## src/rtl/ifetch_pkg.sv

```systemverilog
// Shared types and constants for the instruction fetch unit.
package ifetch_pkg;
  typedef enum logic [1:0] {IDLE, RUN, DRAIN, FAULT} fetch_state_e;

  localparam logic [31:0] NOP_INSTR = 32'h0000_0013;
  localparam logic [31:0] PC_STEP   = 32'd4;

  function automatic logic [31:0] next_pc(input logic [31:0] pc);
    return pc + PC_STEP;
  endfunction
endpackage

```

## src/rtl/ifetch_skid_buf.sv

```systemverilog
// Two-entry valid/ready buffer (output register plus one skid entry) with flush.
// The output register only changes when empty or popped, so data holds under stall.
module ifetch_skid_buf #(
  parameter int W = 65
) (
  input  logic         gclk,
  input  logic         grst_n,
  input  logic         flush,
  input  logic         in_valid,
  input  logic [W-1:0] in_data,
  output logic         out_valid,
  output logic [W-1:0] out_data,
  input  logic         out_ready,
  output logic [1:0]   count
);
  logic         skid_valid;
  logic [W-1:0] skid_data;
  logic         pop;

  assign pop   = out_valid && out_ready;
  assign count = 2'(out_valid) + 2'(skid_valid);

  always_ff @(posedge gclk) begin
    if (!grst_n || flush) begin
      out_valid  <= 1'b0;
      out_data   <= '0;
      skid_valid <= 1'b0;
      skid_data  <= '0;
    end else if (pop || !out_valid) begin
      if (skid_valid) begin
        out_valid  <= 1'b1;
        out_data   <= skid_data;
        skid_valid <= in_valid;
        if (in_valid) skid_data <= in_data;
      end else begin
        out_valid <= in_valid;
        if (in_valid) out_data <= in_data;
      end
    end else if (in_valid) begin
      // Issue credit guarantees the skid entry is free here.
      skid_valid <= 1'b1;
      skid_data  <= in_data;
    end
  end
endmodule

```

## src/rtl/instr_fetch_unit.sv

```systemverilog
// Instruction fetch: PC, X/Y memory addressing, 2-entry output buffering, redirects.
// Optional out-of-range PC fault handling is compiled in with IFETCH_FAULT_EN.
module instr_fetch_unit #(
  parameter int          ADDR_BITS  = 8,
  parameter int          DATA_WIDTH = 32,
  parameter logic [31:0] RESET_PC   = 32'h0000_0000
) (
  input  logic                  Clock,
  input  logic                  Reset_n,
  input  logic                  fetch_en,
  input  logic                  redirect_valid,
  input  logic [31:0]           redirect_pc,
  output logic [ADDR_BITS-1:0]  X_addr,
  output logic [ADDR_BITS-1:0]  Y_addr,
  output logic                  ReadEnable,
  output logic                  WriteEnable,
  output logic [DATA_WIDTH-1:0] Data_in,
  input  logic [DATA_WIDTH-1:0] Data_out,
  output logic                  instr_valid,
  input  logic                  instr_ready,
  output logic [DATA_WIDTH-1:0] instr,
  output logic [31:0]           instr_pc,
  output logic                  instr_fault
);
  import ifetch_pkg::*;

  localparam int HALF = ADDR_BITS / 2;
  localparam int EW   = DATA_WIDTH + 33;

  fetch_state_e           state;
  logic [31:0]            pc;
  logic                   inflight;
  logic [31:0]            inflight_pc;
  logic [ADDR_BITS-1:0]   word_idx;
  logic                   out_of_range;
  logic                   pop;
  logic [1:0]             occ;
  logic [2:0]             load;
  logic                   want;
  logic                   issue;
  logic                   fault_push;
  logic                   push_valid;
  logic [EW-1:0]          push_data;
  logic [EW-1:0]          head;
  logic                   head_fault;
  logic                   unused_pc_lsb;

  assign word_idx    = pc[ADDR_BITS+1:2];
  assign X_addr      = ADDR_BITS'(word_idx[ADDR_BITS-1:HALF]);
  assign Y_addr      = ADDR_BITS'(word_idx[HALF-1:0]);
  assign WriteEnable = 1'b0;
  assign Data_in     = '0;

`ifdef IFETCH_FAULT_EN
  assign out_of_range = |pc[31:ADDR_BITS+2];
`else
  assign out_of_range = 1'b0;
`endif

  // Entries already held plus the one arriving, minus the one leaving, must stay below 2.
  assign pop        = instr_valid && instr_ready;
  assign load       = 3'(occ) + 3'(inflight) - 3'(pop);
  assign want       = Reset_n && !redirect_valid && fetch_en && (state != FAULT) && (load < 3'd2);
  assign issue      = want && !out_of_range;
  assign fault_push = want && out_of_range && !inflight;
  assign ReadEnable = issue;

  assign push_valid = (inflight && !redirect_valid) || fault_push;
  assign push_data  = inflight ? {1'b0, inflight_pc, Data_out}
                               : {1'b1, pc, DATA_WIDTH'(NOP_INSTR)};

  always_ff @(posedge Clock) begin
    if (!Reset_n) begin
      state       <= IDLE;
      pc          <= RESET_PC;
      inflight    <= 1'b0;
      inflight_pc <= '0;
    end else begin
      inflight <= issue;
      if (issue) inflight_pc <= pc;

      if (redirect_valid)  pc <= {redirect_pc[31:2], 2'b00};
      else if (issue)      pc <= next_pc(pc);

      if (fault_push) state <= FAULT;
      else begin
        case (state)
          IDLE:  if (fetch_en) state <= RUN;
          RUN:   if (!fetch_en) state <= DRAIN;
          DRAIN: if (fetch_en) state <= RUN;
                 else if (!inflight) state <= IDLE;
          FAULT: if (redirect_valid) state <= fetch_en ? RUN : IDLE;
          default: state <= IDLE;
        endcase
      end
    end
  end

  ifetch_skid_buf #(.W(EW)) u_skid (
    .gclk      (Clock),
    .grst_n    (Reset_n),
    .flush     (redirect_valid),
    .in_valid  (push_valid),
    .in_data   (push_data),
    .out_valid (instr_valid),
    .out_data  (head),
    .out_ready (instr_ready),
    .count     (occ)
  );

  assign instr      = head[DATA_WIDTH-1:0];
  assign instr_pc   = head[DATA_WIDTH+31:DATA_WIDTH];
  assign head_fault = head[EW-1];

`ifdef IFETCH_FAULT_EN
  assign instr_fault = head_fault;
  assign unused_pc_lsb = ^redirect_pc[1:0];
`else
  assign instr_fault = 1'b0;
  assign unused_pc_lsb = ^{redirect_pc[1:0], head_fault};
`endif
endmodule

```

## config.mk

```make
export PLATFORM = sky130hd
export DESIGN_NAME = instr_fetch_unit
export DESIGN_NICKNAME = d
export VERILOG_FILES = /design/src/rtl/ifetch_pkg.sv /design/src/rtl/ifetch_skid_buf.sv /design/src/rtl/instr_fetch_unit.sv
export SDC_FILE = /design/constraint.sdc
export NUM_CORES = 1
export LEC_CHECK = 0
export CAP_MARGIN = 20
export CORE_MARGIN = 2
export CORE_UTILIZATION = 40
export CTS_BUF_LIST = sky130_fd_sc_hd__clkbuf_16
export DETAILED_ROUTE_END_ITERATION = 12
export MAX_ROUTING_LAYER = met4
export PLACE_DENSITY = 0.64
export SKIP_LAST_GASP = 1
export SLEW_MARGIN = 40
export SYNTH_ARGS = -nofsm -noshare
export SYNTH_HDL_FRONTEND = slang
export SYNTH_SLANG_ARGS = --single-unit
```

## constraint.sdc

```tcl
create_clock -name Clock -period 5 [get_ports Clock]
set_input_delay 1 -clock Clock [delete_from_list [all_inputs] [get_ports Clock]]
set_output_delay 1 -clock Clock [all_outputs]
set_load 0.05 [all_outputs]
```

---- Word-level counts from Yosys, hierarchy flattened ----
Index checks and enable logic that the tools add are counted.
word-level totals
  flip-flop bits (word level) ............. 198
  input bits .............................. 69
  output and inout port bits .............. 116
  logic and storage cells ................. 61
cells by class
  add/sub/neg operators ................... 4
  magnitude comparators ................... 1
  equality and inequality tests ........... 9
  mux-type cells .......................... 19
  bitwise logic cells ..................... 1
  reduce and logical (&&, ||, !) cells .... 18
operators by type and width
  cell                                                         count
  two-way mux 65 bit                                           4
  two-way mux 64 bit                                           2
  two-way mux 32 bit                                           2
  adder 32 x 3 -> 32 bit (second input constant)               1
  two-way mux 2 bit                                            5
  inequality test 2 bit (second input constant)                4
  one-hot mux 2 bit (4 select lines)                           1
  logical AND 1 bit                                            6
  nonzero test 2 bit                                           3
  two-way mux 1 bit                                            5
  == test 2 bit (second input constant)                        2
  AND reduction 4 bit                                          1
  adder 2 x 1 -> 3 bit                                         1
  logical NOT 1 bit                                            3
  less-than comparator 3 x 2 -> 1 bit (second input constant)  1
  inequality test 3 bit (second input constant)                1
  subtractor 3 x 1 -> 3 bit                                    1
  adder 1 x 1 -> 2 bit                                         1
  == test 2 x 1 -> 1 bit (second input constant)               1
  logical NOT 2 bit                                            1
  logical OR 1 bit                                             2
  inequality test 2 x 1 -> 1 bit (second input constant)       1
  AND reduction 2 bit                                          1
  OR reduction 2 bit                                           1
  NOT 1 bit                                                    1

---- Logic depth before layout (Yosys ltp) ----
  depth after elaboration ................. 7
  depth in mapped cells ................... 14
  gate-level depth less buffers ........... 10

---- Hierarchy ----
Synthesis repeated with hierarchy kept, for this count alone.
second synthesis, totals
  cells, all modules ...................... 1114
  area, all modules ....................... 9942.0 µm²
by module, submodules not included
  module            instances  cells each  area each (µm²)
  ifetch_skid_buf   1          593         5883.1
  instr_fetch_unit  1          521         4058.9

---- Worst setup path after synthesis ----
No wires, ideal clock.
  path kind ............................... input to output
  start point ............................. input port instr_ready
  end point ............................... output port ReadEnable
  arrival ................................. 2.879 ns
  data required time ...................... 4.000 ns
  path slack .............................. 1.121 ns
  stages on the path ...................... 10
  buffers on the path ..................... 2
  path through ............................ and2_1 -> ha_1 -> inv_1 -> ha_1 -> a21oi_4 -> xor2_4 -> nand2_2 -> inv_1 -> buf_4 -> buf_2
on the way
  word-level cells in the longest chain between the ends .. 4
RTL lines
  element                              RTL line                source
  from (decl)                          instr_fetch_unit.sv:20  input logic instr_ready,
  logical AND 1 bit                    instr_fetch_unit.sv:61  assign pop = instr_valid && instr_ready;
  subtractor 3 x 1 -> 3 bit            instr_fetch_unit.sv:62  assign load = 3'(occ) + 3'(inflight) - 3'(pop);
  less-than comparator 3 x 2 -> 1 bit  instr_fetch_unit.sv:63  assign want = Reset_n && !redirect_valid && fetch_en && (state != FAULT) && (load < 3'd2);
  logical AND 1 bit                    instr_fetch_unit.sv:63
  to (decl)                            instr_fetch_unit.sv:15  output logic ReadEnable,
No other way between the ends.

---- Worst setup path in the final report ----
Ends and elaborated chain as after synthesis.

==> flow_summary.toml <==
[outcome]
status = "complete, no violations"

[die]
std_cell_rows = 53
start_util_pct = 40.4
core-area_um2 = 20800
ios = 185
die_x_um = 149
die_y_um = 149
dieArea_um2 = 22200

[global_route]
gr-total-overflow = 0
grt_max_degree = 73
grt_pass1_wl_um = 34100
grt_pass1_vias = 6329
antenna_found_initial = 0
track_usage_pct = 19.5

[finish]
drive_gt1_share_pct = 5.88
final_cell_mix = "220 x nand2_1, 188 x dfxtp_1, 137 x clkdlybuf4s50_1"
area_delta_synth_final_pct = 22.8
final.fill_count = 2029
diodes = 0
fin_nets = 1182
layout_commonest_cell = "nand2_1"

[route]
vias_per_cell = 5.24
route.met2.wl_um = 9330
met1_length_um = 10600
wirelength_um = 21300
route.met3.wl_um = 1220
num_vias = 7324
drtIter0Drc = 554
top_layer = "met4"
dr.pass1.iters = 5
antenna_left = 0
post_drt_wl_per_cell_um = 15.2
remaining_drc_errors = 0

[clock_network]
cts_buffers = 17
clock_path_buffers = 2
root_buffer = "clkbuf_16"
clk_latency_ns = 0.43
cts_resized = 0
cts_setup_buffers = 0
cts_tree = "built"
htreeDepth = 4
clkTransAtPathRegs_ns = 0.06
clock_sinks = 189
hold_buffers = 0

[critical_path]
worstPathRequired_ns = 4.00
crit_path_start_kind = "input pin"
crit_start = "instr_ready"
critical_path_class = "input pin to output port"
crit_path_cell_trace = "clkdlybuf4s50_1 > and2_1 > ha_1 > inv_1 > ha_1 > a21oi_4 > xor2_4 > nand2_2 > inv_1 > buf_12"
reg2regPathDepth = 11
worst-path-max-fanout = 8
r2r-end = "pc[27]"
cpPeakStageDelay_ns = 0.43
end_kind = "output port"
critPathArrivalTime_ns = 3.10
crit_slowest_cell = "clkdlybuf4s50_1"
rr_startpoint = "u_skid.out_valid"
reg2reg_slack_ns = 2.17
critical_path.endpoint = "ReadEnable"

[power_and_ir_drop]
leakagePower_nw = 3.50
ir_drop_mv = 0.229
power.switching_w = 0.000868
p_clk_share_pct = 40.8
power_w = 0.00320
seqPwrFrac_pct = 48.8
pwr_density_cell_nw_per_um2 = 310
p_sw_share_pct = 27.1
power.internal_w = 0.00233
power_frac_comb_pct = 10.4

[sta]
setup_viol = 0
finalHoldViolCount = 0
worst_slew_pin_slew_ns = 0.827
slew_violations = 0
fin_crit_sh_pct = 82.0
fmax_ghz = 0.244
rsz0062_at_grt = "no"
slew_headroom_pct = 44.8
fin_setup_tns_ns = 0
clock_skew_ns = 0.00845
finalCriticalPeriod_ns = 4.10

[flow_run]
maxCapViolations = 0

[hold_path]
hold_depth = 2
hold_path_class = "flip-flop to flip-flop"

[synth]
syn_inst = 1028
avgSynthCellArea_um2 = 8.18
async_flop_share_pct = 0
synth_top_area_share_pct = 45.0
ys_types = 59
ys.flop_type = "dfxtp_1"
syn_area_um2 = 8410
ys_top_cells_by_area = "dfxtp_1 45%, nand2_1 9.9%, a21oi_1 6.8%, buf_4 4.8%, mux2i_1 3.7%"
ys_seq_area_share_pct = 45.0
ys_seq_elements = 189
synth_area_leader_cell = "dfxtp_1"
synth_edf_count = 0
synth_warnings = 0

[placement]
dp_hpwl_um = 13900
portBuffers = 138
gp_congestion = 0.830
[stage by stage]
stage               area (µm²)  setup WS [ns]  hold WS [ns]  utilization, %  std cells
global route             10300          0.757         0.470            49.6       1398
detailed placement        9750          0.913         0.445            46.8       1366
floorplan                 8570           1.12         0.436               -       1071
global placement          9750          0.892         0.438            46.8       1366
finish                   10300          0.899         0.449            49.6       1398
CTS                      10300          0.898         0.453            49.6       1398
[synthesized netlist by cell type, types with 10 or more instances]
cell      count
o21ai_0      10
o211ai_1     34
nor2_1       67
dfxtp_1     189
clkbuf_1     62
buf_2        12
nand2_1     221
nand3_1      15
a221oi_1     30
a21oi_1     115
buf_4        54
a211oi_1     31
mux2i_1      31
nand4_1      10
nor3_1       38
[cell families after synthesis]
family | share of synthesized area (%)
AND/OR/NAND/NOR | 20.3
multiplexers | 3.96
AO/OA/AOI/OAI | 20.5
buffers and inverters | 9.01
flip-flops | 45.0
XOR/XNOR | 0.744
other | 0.0446
adder cells (fa/ha/maj) | 0.447
[state kept, by name, summed over array words and instances, names as in the netlist]
register           count
inflight               1
inflight_pc           30
pc                    30
state                  2
u_skid.out_data       62
u_skid.out_valid       1
u_skid.skid_data      62
u_skid.skid_valid      1
[critical path, delay by kind of cell]
kind	cells	cell delay [ns]
buffers and inverters	4	0.75
adders and majority gates	2	0.56
xor gates and xnor gates	1	0.31
and+or+nand+nor	2	0.26
AOI/OAI and AO/OA	1	0.23
[area by class of cell]
class,count,area [µm²],area share [%]
clock buffer,17,425,4.12
multi-input combinational,739,4050,39.2
inverter,8,30.0,0.291
clock inverter,15,141,1.37
sequential,189,3780,36.7
tap,275,344,3.33
timing repair buffer,155,1540,15.0
[metal layers]
layer	GRT usage, %	vias up
li1	-	3718
met1	28.6	3378
met2	27.7	211
met3	3.76	17
met4	4.38	0
met5	-	-
[worst min path at each step]
stage,slack [ns],from,to
floorplan,0.44,inflight_pc[10],inflight_pc[10]
global placement,0.44,u_skid.out_data[49],u_skid.out_data[49]
detailed placement,0.45,u_skid.out_data[42],u_skid.out_data[42]
CTS,0.45,u_skid.out_data[42],u_skid.out_data[42]
global route,0.47,inflight_pc[13],inflight_pc[13]
finish,0.45,u_skid.out_data[42],u_skid.out_data[42]
[power groups by stage]
| stage | clock network [W] | registers, W | logic (W) |
|---|---|---|---|
| after CTS | 0.00134 | 0.00156 | 0.000332 |
| after detailed placement | 0 | 0.00160 | 0.000331 |
| after global placement | 0 | 0.00160 | 0.000331 |
| final | 0.00131 | 0.00156 | 0.000332 |
| after global routing | 0.00141 | 0.00157 | 0.000357 |
| after floorplan | 0 | 0.00160 | 0.000242 |
Power figures use the tool's default switching activity.
